[config.mk]
export PLATFORM = sky130hd
export DESIGN_NAME = dcache_assoc
export DESIGN_NICKNAME = d
export VERILOG_FILES = /design/src/rtl/dcache_assoc.sv
export SDC_FILE = /design/constraint.sdc
export NUM_CORES = 1
export LEC_CHECK = 0
export CAP_MARGIN = 10
export CORE_MARGIN = 10
export CORE_UTILIZATION = 40
export DETAILED_ROUTE_END_ITERATION = 10
export GPL_TIMING_DRIVEN = 1
export HOLD_SLACK_MARGIN = 0.03
export PLACE_DENSITY = 0.63
export SYNTH_ARGS = -nofsm -noshare
export SYNTH_HDL_FRONTEND = slang
export SYNTH_SLANG_ARGS = --single-unit
[constraint.sdc]
create_clock -name clock -period 8.8 [get_ports clock]
set_input_delay 1.76 -clock clock [delete_from_list [all_inputs] [get_ports clock]]
set_output_delay 1.76 -clock clock [all_outputs]
set_load 0.02 [all_outputs]
[src/rtl/dcache_assoc.sv]
// N-way set-associative, write-back, write-allocate data cache with LRU replacement.
// A miss latches a victim way, optionally writes it back, fetches the block and installs it.
module dcache_assoc #(
  parameter int ADDR_W = 8,
  parameter int DATA_W = 8,
  parameter int WORDS  = 4,
  parameter int SETS   = 4,
  parameter int WAYS   = 2,
  parameter int CNT_W  = 16,
  localparam int OFF_W   = $clog2(WORDS),
  localparam int IDX_W   = $clog2(SETS),
  localparam int TAG_W   = ADDR_W - IDX_W - OFF_W,
  localparam int BLK_W   = DATA_W * WORDS,
  localparam int MADDR_W = ADDR_W - OFF_W
) (
  input  logic               clock,
  input  logic               reset,
  input  logic               read,
  input  logic               write,
  input  logic [ADDR_W-1:0]  address,
  input  logic [DATA_W-1:0]  writedata,
  output logic [DATA_W-1:0]  readdata,
  output logic               busywait,
  output logic               mem_read,
  output logic               mem_write,
  output logic [MADDR_W-1:0] mem_address,
  output logic [BLK_W-1:0]   mem_writedata,
  input  logic [BLK_W-1:0]   mem_readdata,
  input  logic               mem_busywait,
  output logic [CNT_W-1:0]   hit_count,
  output logic [CNT_W-1:0]   miss_count
);

  localparam int WAY_W = (WAYS > 1) ? $clog2(WAYS) : 1;

  typedef enum logic [1:0] {IDLE, WRITEBACK, FETCH, UPDATE} state_t;

  state_t           state_q, state_d;
  logic [WAY_W-1:0] victim_q, victim_d;
  logic             first_q, first_d;
  logic             missed_q, missed_d;
  logic [CNT_W-1:0] hit_cnt_q, hit_cnt_d;
  logic [CNT_W-1:0] miss_cnt_q, miss_cnt_d;

  logic             valid_q [WAYS][SETS];
  logic             valid_d [WAYS][SETS];
  logic             dirty_q [WAYS][SETS];
  logic             dirty_d [WAYS][SETS];
  logic [WAY_W-1:0] rank_q  [WAYS][SETS];
  logic [WAY_W-1:0] rank_d  [WAYS][SETS];
  logic [TAG_W-1:0] tag_q   [WAYS][SETS];
  logic [TAG_W-1:0] tag_d   [WAYS][SETS];
  logic [BLK_W-1:0] data_q  [WAYS][SETS];
  logic [BLK_W-1:0] data_d  [WAYS][SETS];

  logic [TAG_W-1:0] req_tag;
  logic [IDX_W-1:0] req_idx;
  logic [OFF_W-1:0] req_off;
  int               off_lsb;
  logic             req, hit, touch_en;
  logic [WAY_W-1:0] hit_way, pick_way, touch_way;

  function automatic logic [CNT_W-1:0] sat_inc(input logic [CNT_W-1:0] v);
    return (&v) ? v : v + 1'b1;
  endfunction

  assign req_tag = address[ADDR_W-1 -: TAG_W];
  assign req_idx = address[OFF_W +: IDX_W];
  assign req_off = address[OFF_W-1:0];
  assign off_lsb = int'(req_off) * DATA_W;
  assign req     = read | write;

  // Lookup and victim choice: first invalid way, otherwise the way holding the oldest rank.
  always_comb begin
    logic found;
    hit      = 1'b0;
    hit_way  = '0;
    pick_way = '0;
    found    = 1'b0;
    for (int w = 0; w < WAYS; w++) begin
      if (valid_q[w][req_idx] && tag_q[w][req_idx] == req_tag) begin
        hit     = 1'b1;
        hit_way = WAY_W'(w);
      end
      if (rank_q[w][req_idx] == WAY_W'(WAYS - 1)) pick_way = WAY_W'(w);
    end
    for (int w = 0; w < WAYS; w++) begin
      if (!found && !valid_q[w][req_idx]) begin
        pick_way = WAY_W'(w);
        found    = 1'b1;
      end
    end
  end

  assign readdata   = data_q[hit_way][req_idx][off_lsb +: DATA_W];
  assign busywait   = req & ~((state_q == IDLE) & hit) & ~reset;
  assign hit_count  = hit_cnt_q;
  assign miss_count = miss_cnt_q;

  always_comb begin
    state_d       = state_q;
    victim_d      = victim_q;
    first_d       = 1'b0;
    missed_d      = missed_q;
    hit_cnt_d     = hit_cnt_q;
    miss_cnt_d    = miss_cnt_q;
    valid_d       = valid_q;
    dirty_d       = dirty_q;
    rank_d        = rank_q;
    tag_d         = tag_q;
    data_d        = data_q;
    mem_read      = 1'b0;
    mem_write     = 1'b0;
    mem_address   = {req_tag, req_idx};
    mem_writedata = data_q[victim_q][req_idx];
    touch_en      = 1'b0;
    touch_way     = hit_way;

    case (state_q)
      IDLE: begin
        if (req && hit) begin
          touch_en = 1'b1;
          if (write) begin
            data_d[hit_way][req_idx][off_lsb +: DATA_W] = writedata;
            dirty_d[hit_way][req_idx] = 1'b1;
          end
          if (missed_q) miss_cnt_d = sat_inc(miss_cnt_q);
          else          hit_cnt_d  = sat_inc(hit_cnt_q);
          missed_d = 1'b0;
        end else if (req) begin
          victim_d = pick_way;
          missed_d = 1'b1;
          first_d  = 1'b1;
          state_d  = (valid_q[pick_way][req_idx] && dirty_q[pick_way][req_idx]) ? WRITEBACK : FETCH;
        end
      end
      // The memory handshake is only trusted from the second cycle of a transfer on.
      WRITEBACK: begin
        mem_write   = 1'b1;
        mem_address = {tag_q[victim_q][req_idx], req_idx};
        if (!first_q && !mem_busywait) begin
          state_d = FETCH;
          first_d = 1'b1;
        end
      end
      FETCH: begin
        mem_read = 1'b1;
        if (!first_q && !mem_busywait) state_d = UPDATE;
      end
      UPDATE: begin
        data_d[victim_q][req_idx]  = mem_readdata;
        tag_d[victim_q][req_idx]   = req_tag;
        valid_d[victim_q][req_idx] = 1'b1;
        dirty_d[victim_q][req_idx] = 1'b0;
        touch_en  = 1'b1;
        touch_way = victim_q;
        state_d   = IDLE;
      end
      default: state_d = IDLE;
    endcase

    // Touched way becomes rank 0; ways that were younger than it age by one.
    if (touch_en) begin
      for (int w = 0; w < WAYS; w++) begin
        if (WAY_W'(w) == touch_way)
          rank_d[w][req_idx] = '0;
        else if (rank_q[w][req_idx] < rank_q[touch_way][req_idx])
          rank_d[w][req_idx] = rank_q[w][req_idx] + 1'b1;
      end
    end
  end

  always_ff @(posedge clock or posedge reset) begin
    if (reset) begin
      state_q    <= IDLE;
      victim_q   <= '0;
      first_q    <= 1'b0;
      missed_q   <= 1'b0;
      hit_cnt_q  <= '0;
      miss_cnt_q <= '0;
      for (int w = 0; w < WAYS; w++) begin
        for (int s = 0; s < SETS; s++) begin
          valid_q[w][s] <= 1'b0;
          dirty_q[w][s] <= 1'b0;
          rank_q[w][s]  <= WAY_W'(w);
        end
      end
    end else begin
      state_q    <= state_d;
      victim_q   <= victim_d;
      first_q    <= first_d;
      missed_q   <= missed_d;
      hit_cnt_q  <= hit_cnt_d;
      miss_cnt_q <= miss_cnt_d;
      valid_q    <= valid_d;
      dirty_q    <= dirty_d;
      rank_q     <= rank_d;
    end
  end

  always_ff @(posedge clock) begin
    tag_q  <= tag_d;
    data_q <= data_d;
  end

endmodule
==> results of run 1 <==
[power by group through the flow]
stage                     Sequential (mW)  Combinational, mW  Clock [mW]
after global placement               2.01               1.10           0
after detailed placement             2.01               1.11           0
after floorplan                      1.97              0.719           0
after CTS                            1.98               1.12        1.80
final                                1.98               1.13        1.78
after global routing                 1.99               1.19        1.87
[state kept, by name, indices dropped and copies added, names as in the netlist]
register / count
state_q: 2
data_q: 256
missed_q: 1
hit_count: 16
victim_q: 1
valid_q: 8
tag_q: 32
first_q: 1
rank_q: 8
miss_count: 16
dirty_q: 8
[cells by family (layout without fill, tap and decap cells)]
family                     Yosys count  after routing  share of synthesized area, %
AOI/OAI and AO/OA                  343            343                          11.5
buffers and inverters              152            257                          3.20
DFF                                349            349                          51.9
and+or+nand+nor                    423            423                          9.66
xor gates and xnor gates            38             38                          1.73
adders and majority gates           11             11                         0.702
muxes                              208            208                          21.4
[area by class of cell]
class / instances / area (µm²)
Sequential cell: 349 / 10200
Multi-Input combinational cell: 1023 / 8820
Fill cell: 4158 / 25900
Tap cell: 664 / 831
Timing Repair Buffer: 165 / 1590
Clock inverter: 22 / 340
Clock buffer: 49 / 1040
Inverter: 21 / 78.8
[worst max-delay path by stage]
stage | start | to | slack (ps) | cells after the start
2_1_floorplan | address[2] | readdata[7] | 3030 | 8
3_3_place_gp | address[2] | readdata[2] | 1910 | 10
3_5_place_dp | address[2] | readdata[2] | 1910 | 10
4_1_cts | address[2] | readdata[2] | 1920 | 10
5_1_grt | address[2] | readdata[2] | 1710 | 10
6_report | address[3] | readdata[1] | 1870 | 9
[Yosys cell counts (17+ instances only)]
cell type / count
a21oi_1: 37
a22o_1: 122
and2_1: 19
buf_1: 36
clkbuf_1: 77
dfrtp_1: 57
edfxtp_1: 288
mux2_2: 37
mux4_2: 162
nand2_1: 246
nand3_1: 20
nor2_1: 71
o21ai_0: 151
xnor2_1: 20
xor2_1: 17
[per-stage QoR]
stage | setup slack, ps | hold slack [ps]
floorplan | 3030 | 429
global placement | 1910 | 448
detailed placement | 1910 | 451
CTS | 1920 | 469
global route | 1710 | 479
finish | 1870 | 473
[per-layer routing]
layer	share of wire (%)	track usage, %
met1	37	28.3
met2	47	36.0
met3	11	5.61
met4	4.6	10.6
met5	0.027	0
[critical path, delay by kind of cell]
family / cells / cell delay, ps
AND/OR/NAND/NOR: 3 / 380
XOR/XNOR: 1 / 290
buffers and inverters: 3 / 1590
multiplexers: 2 / 1060
==> impl_metrics.ini, run 1 <==
[status]
status = finished, final reports clean

[pwr]
p_seq_share_pct = 40.5
leakage_nw = 7.39
power_density_nw_per_um2 = 213
power.internal_mw = 3.44
power_frac_clock_pct = 36.4
pwr-share-comb_pct = 23.1
p_sw_share_pct = 29.5
power_mw = 4.88
max-vdd-ir-drop_v = 0.000116
p_sw_mw = 1.44

[floorplan]
coreArea_um2 = 48700
core.rowCount = 81
die_y_um = 241
die_w_um = 241
ios = 134
start_util_pct = 40.2
die_area_um2 = 58300

[setup_path]
worstPathMaxFanout = 55
criticalPathCategory = in -> out
ff2ff_path_depth = 9
max_stage_delay_ps = 630
reg2reg_from = state_q[0]$_DFFE_PP0P_
crit_arrival_ps = 5170
worstSetupStartpointType = primary input
cpMaxStageDelayCell = mux4_2
worst_setup_path_end_kind = primary output
r2r_end = data_q[222]$_DFFE_PP_
crit_chain = buf_4 -> mux4_2 -> xor2_1 -> or2_1 -> buf_4 -> mux4_2 -> nand2_1 -> nand2_1 -> clkdlybuf4s50_1
cp.required_ps = 7040
rrSetupSlack_ps = 4440

[finish]
area_growth_pct = 16.6
antennaDiodeCount = 0
final_common_cell = edfxtp_1
fin_util_pct = 46.9
final_cell_mix = edfxtp_1, nand2_1, mux4_2
drive_gt1_share_pct = 19.4
nets = 1663
fin_cells = 2293
design_area_um2 = 22900

[yosys]
synth_cells = 1524
synth_area_um2 = 19600
ys.flop_type = edfxtp_1
yosysTopAreaCell = edfxtp_1
ys_types = 53
ys_seq_area_share_pct = 51.9
yosysTopAreaCellShare_pct = 44.1
synth_edf_count = 288
synthTopCellsByArea = edfxtp_1, mux4_2, dfrtp_1
yosysWarnings = 0
ys_ff_latch = 349
syn_nets = 1588
avgSynthCellArea_um2 = 12.9
async_flop_share_pct = 17.5

[hold_path]
holdPathEnd = valid_q[3]$_DFFE_PP0P_
hp-start = valid_q[3]$_DFFE_PP0P_
holdCritPathClass = reg -> reg
hold_path_depth = 1

[sta]
rsz0062_at_grt = false
fin_tns_setup_ps = 0
slew_headroom_pct = 11.9
max_freq_mhz = 144
finClkSkew_ps = 28.9
worst_pin_slew_ps = 1320
finalMaxSlewViolations = 0
min_period_over_period_pct = 78.7
hold_viol = 0
setup-violations-final = 0
period_needed_ps = 6930

[cts]
cts-root-buf = clkbuf_16
clk_pin_slew_ps = 60
cts_made_buffers = 39
post_cts_resized = 0
worst_skew_pair.late_latency_ps = 580
htreeDepth = 2
cts_setup_buffers = 0
cts.sinks = 349
cts.path.max_buffers = 3
cts_tree = done
cts_hold_buf = 0

[routing]
drc = 0
wl_per_cell_um = 28.8
postRouteAntennaNets = 0
route.vias.total = 14416
dr.first_iter.drc_count = 1931
viasPerCell = 6.29
dr.pass1.iters = 5
finalWirelength_mm = 66.0

[grt]
grt_pass1_wl_mm = 95.8
grt_pass1_vias = 14324
grt_max_degree = 113
antenna_found_initial = 1
grt_overflow = 0
grt_usage_pct = 22.5

[run]
drv_cap = 0

[place]
numPortBuffers = 133
place_hpwl_mm = 42.8
placed_area_um2 = 21500
dp.cells = 2222
gp_congestion = 0.872
No activity file was read; power rests on OpenSTA's default activity.
==> run 2: changes to the inputs <==
==> constraint.sdc (replaced) <==
create_clock -name clock -period 7.15 [get_ports clock]
set_input_delay 1.43 -clock clock [delete_from_list [all_inputs] [get_ports clock]]
set_output_delay 1.43 -clock clock [all_outputs]
set_load 0.02 [all_outputs]
==> impl_metrics.ini, run 2 (synthesis gave the netlist of run 1 again) <==
[finish]
nFillCells = 4206
largest_reg_flops = 256
multi_input_area_um2 = 8820
regMostFlops = data_q
final_cell_mix = edfxtp_1, nand2_1, mux4_2
final_common_cell = edfxtp_1
reg_top3 = data_q x256, tag_q x32
area_growth_pct = 16.8
antennaDiodeCount = 0
drive_gt1_share_pct = 20.0
final-seq-area_um2 = 10200
fin_cells = 2312
nets = 1685

[sta]
rsz0062_at_grt = false
holdWs_ps = 475
max_freq_mhz = 164
worst_pin_slew_ps = 1250
hold_viol = 0
min_period_over_period_pct = 85.2
finalMaxSlewViolations = 0
fin_tns_setup_ps = 0
finClkSkew_ps = 32.2
slew_headroom_pct = 16.2
period_needed_ps = 6090
setup-violations-final = 0

[place]
numPortBuffers = 133
place_hpwl_mm = 40.9
gp_congestion = 0.884
dp.cells = 2244

[routing]
finalWirelength_mm = 63.6
route.vias.total = 14447
wl_per_cell_um = 27.5
dr.pass1.iters = 8
viasPerCell = 6.25
drc = 0
dr.first_iter.drc_count = 2246
postRouteAntennaNets = 0

[pwr]
power_density_nw_per_um2 = 253
power_mw = 5.80
p_sw_mw = 1.73
power_frac_clock_pct = 33.9
power.internal_mw = 4.07
p_sw_share_pct = 29.9
max-vdd-ir-drop_v = 0.000209
leakage_nw = 7.46
p_seq_share_pct = 41.5
pwr-share-comb_pct = 24.6

[cts]
cts_made_buffers = 38
cts_setup_buffers = 0
clk_pin_slew_ps = 60
cts_tree = done
cts.sinks = 349
htreeDepth = 2
cts_hold_buf = 0
cts-root-buf = clkbuf_16
post_cts_resized = 0
worst_skew_pair.late_latency_ps = 540
cts.path.max_buffers = 3

[setup_path]
cp.required_ps = 5720
crit_chain = buf_4 -> mux4_2 -> xnor2_2 -> nand4_2 -> or2_1 -> buf_12 -> mux4_2 -> nand2_1 -> nand2_1 -> clkdlybuf4s50_1
worstPathMaxFanout = 39
worst_setup_path_end_kind = primary output
criticalPathCategory = in -> out
crit_arrival_ps = 4660
max_stage_delay_ps = 600
cpMaxStageDelayCell = mux4_2
worstSetupStartpointType = primary input

[status]
status = finished, final reports clean

[hold_path]
holdCritPathClass = reg -> reg

[grt]
grt_max_degree = 109
antenna_found_initial = 1
grt_usage_pct = 21.8
grt_pass1_wl_mm = 94.4
grt_pass1_vias = 14375
grt_overflow = 0

[floorplan]
die_y_um = 241
ios = 134
core.rowCount = 81
die_area_um2 = 58300
die_w_um = 241
coreArea_um2 = 48700
start_util_pct = 40.2

[run]
drv_cap = 0
## run 2: cell count changes in the layout (fill, tap and decap cells not counted), sizes merged
cell,previous run,this run
bufinv,8,5
clkinvlp,2,0
inv,19,15
clkbuf,49,45
clkinv,14,23
buf,34,57
## run 2: layout make-up
type / count / area share, %
clock buffer: 45 / 4.27
tap: 664 / 3.63
inverter: 21 / 0.344
timing repair buffer: 188 / 7.78
multi-input combinational: 1023 / 38.5
sequential: 349 / 44.5
clock inverter: 22 / 1.03
## run 2: critical path: cells and delay by family
family / cells / cell delay [ps]
buffers and inverters: 3 / 1240
multiplexers: 2 / 1030
XOR/XNOR: 1 / 150
AND/OR/NAND/NOR: 4 / 740
## run 2: through the flow
stage	utilization (%)	worst slack [ps]	cell area (µm²)
floorplan	-	2040	19600
global placement	44.5	1080	21700
detailed placement	44.5	1050	21700
CTS	47.0	1040	22900
global route	47.0	924	22900
finish	47.0	1060	22900
## run 2: layer usage
layer | part of all wire [%] | wire length (µm) | up-vias | track usage, %
li1 | - | - | 6096 | -
met1 | 37 | 23500 | 7199 | 28.5
met2 | 47 | 29800 | 954 | 34.7
met3 | 11 | 7260 | 196 | 4.30
met4 | 4.6 | 2940 | 2 | 9.72
met5 | 0.016 | 10 | - | 0
## run 2: final timing paths
| check | start | end | slack, ps | cells past startpoint |
|---|---|---|---|---|
| min reg2reg | valid_q[6]$_DFFE_PP0P_ | valid_q[6]$_DFFE_PP0P_ | 470 | 1 |
| max in group asynchronous | reset | victim_q$_DFFE_PP0P_ | 4930 | 3 |
| min | valid_q[6]$_DFFE_PP0P_ | valid_q[6]$_DFFE_PP0P_ | 470 | 1 |
| max | address[3] | readdata[3] | 1060 | 10 |
| max reg2reg | state_q[1]$_DFFE_PP0P_ | data_q[216]$_DFFE_PP_ | 3280 | 9 |
| min in group asynchronous | reset | hit_count[13]$_DFFE_PP0P_ | 1260 | 2 |
## run 2: power by group through the flow
stage	combinational (mW)	clock, mW	sequential, mW
floorplan	0.885	0	2.42
global placement	1.39	0	2.44
detailed placement	1.41	0	2.45
CTS	1.41	1.98	2.41
global route	1.50	2.07	2.42
finish	1.43	1.97	2.41
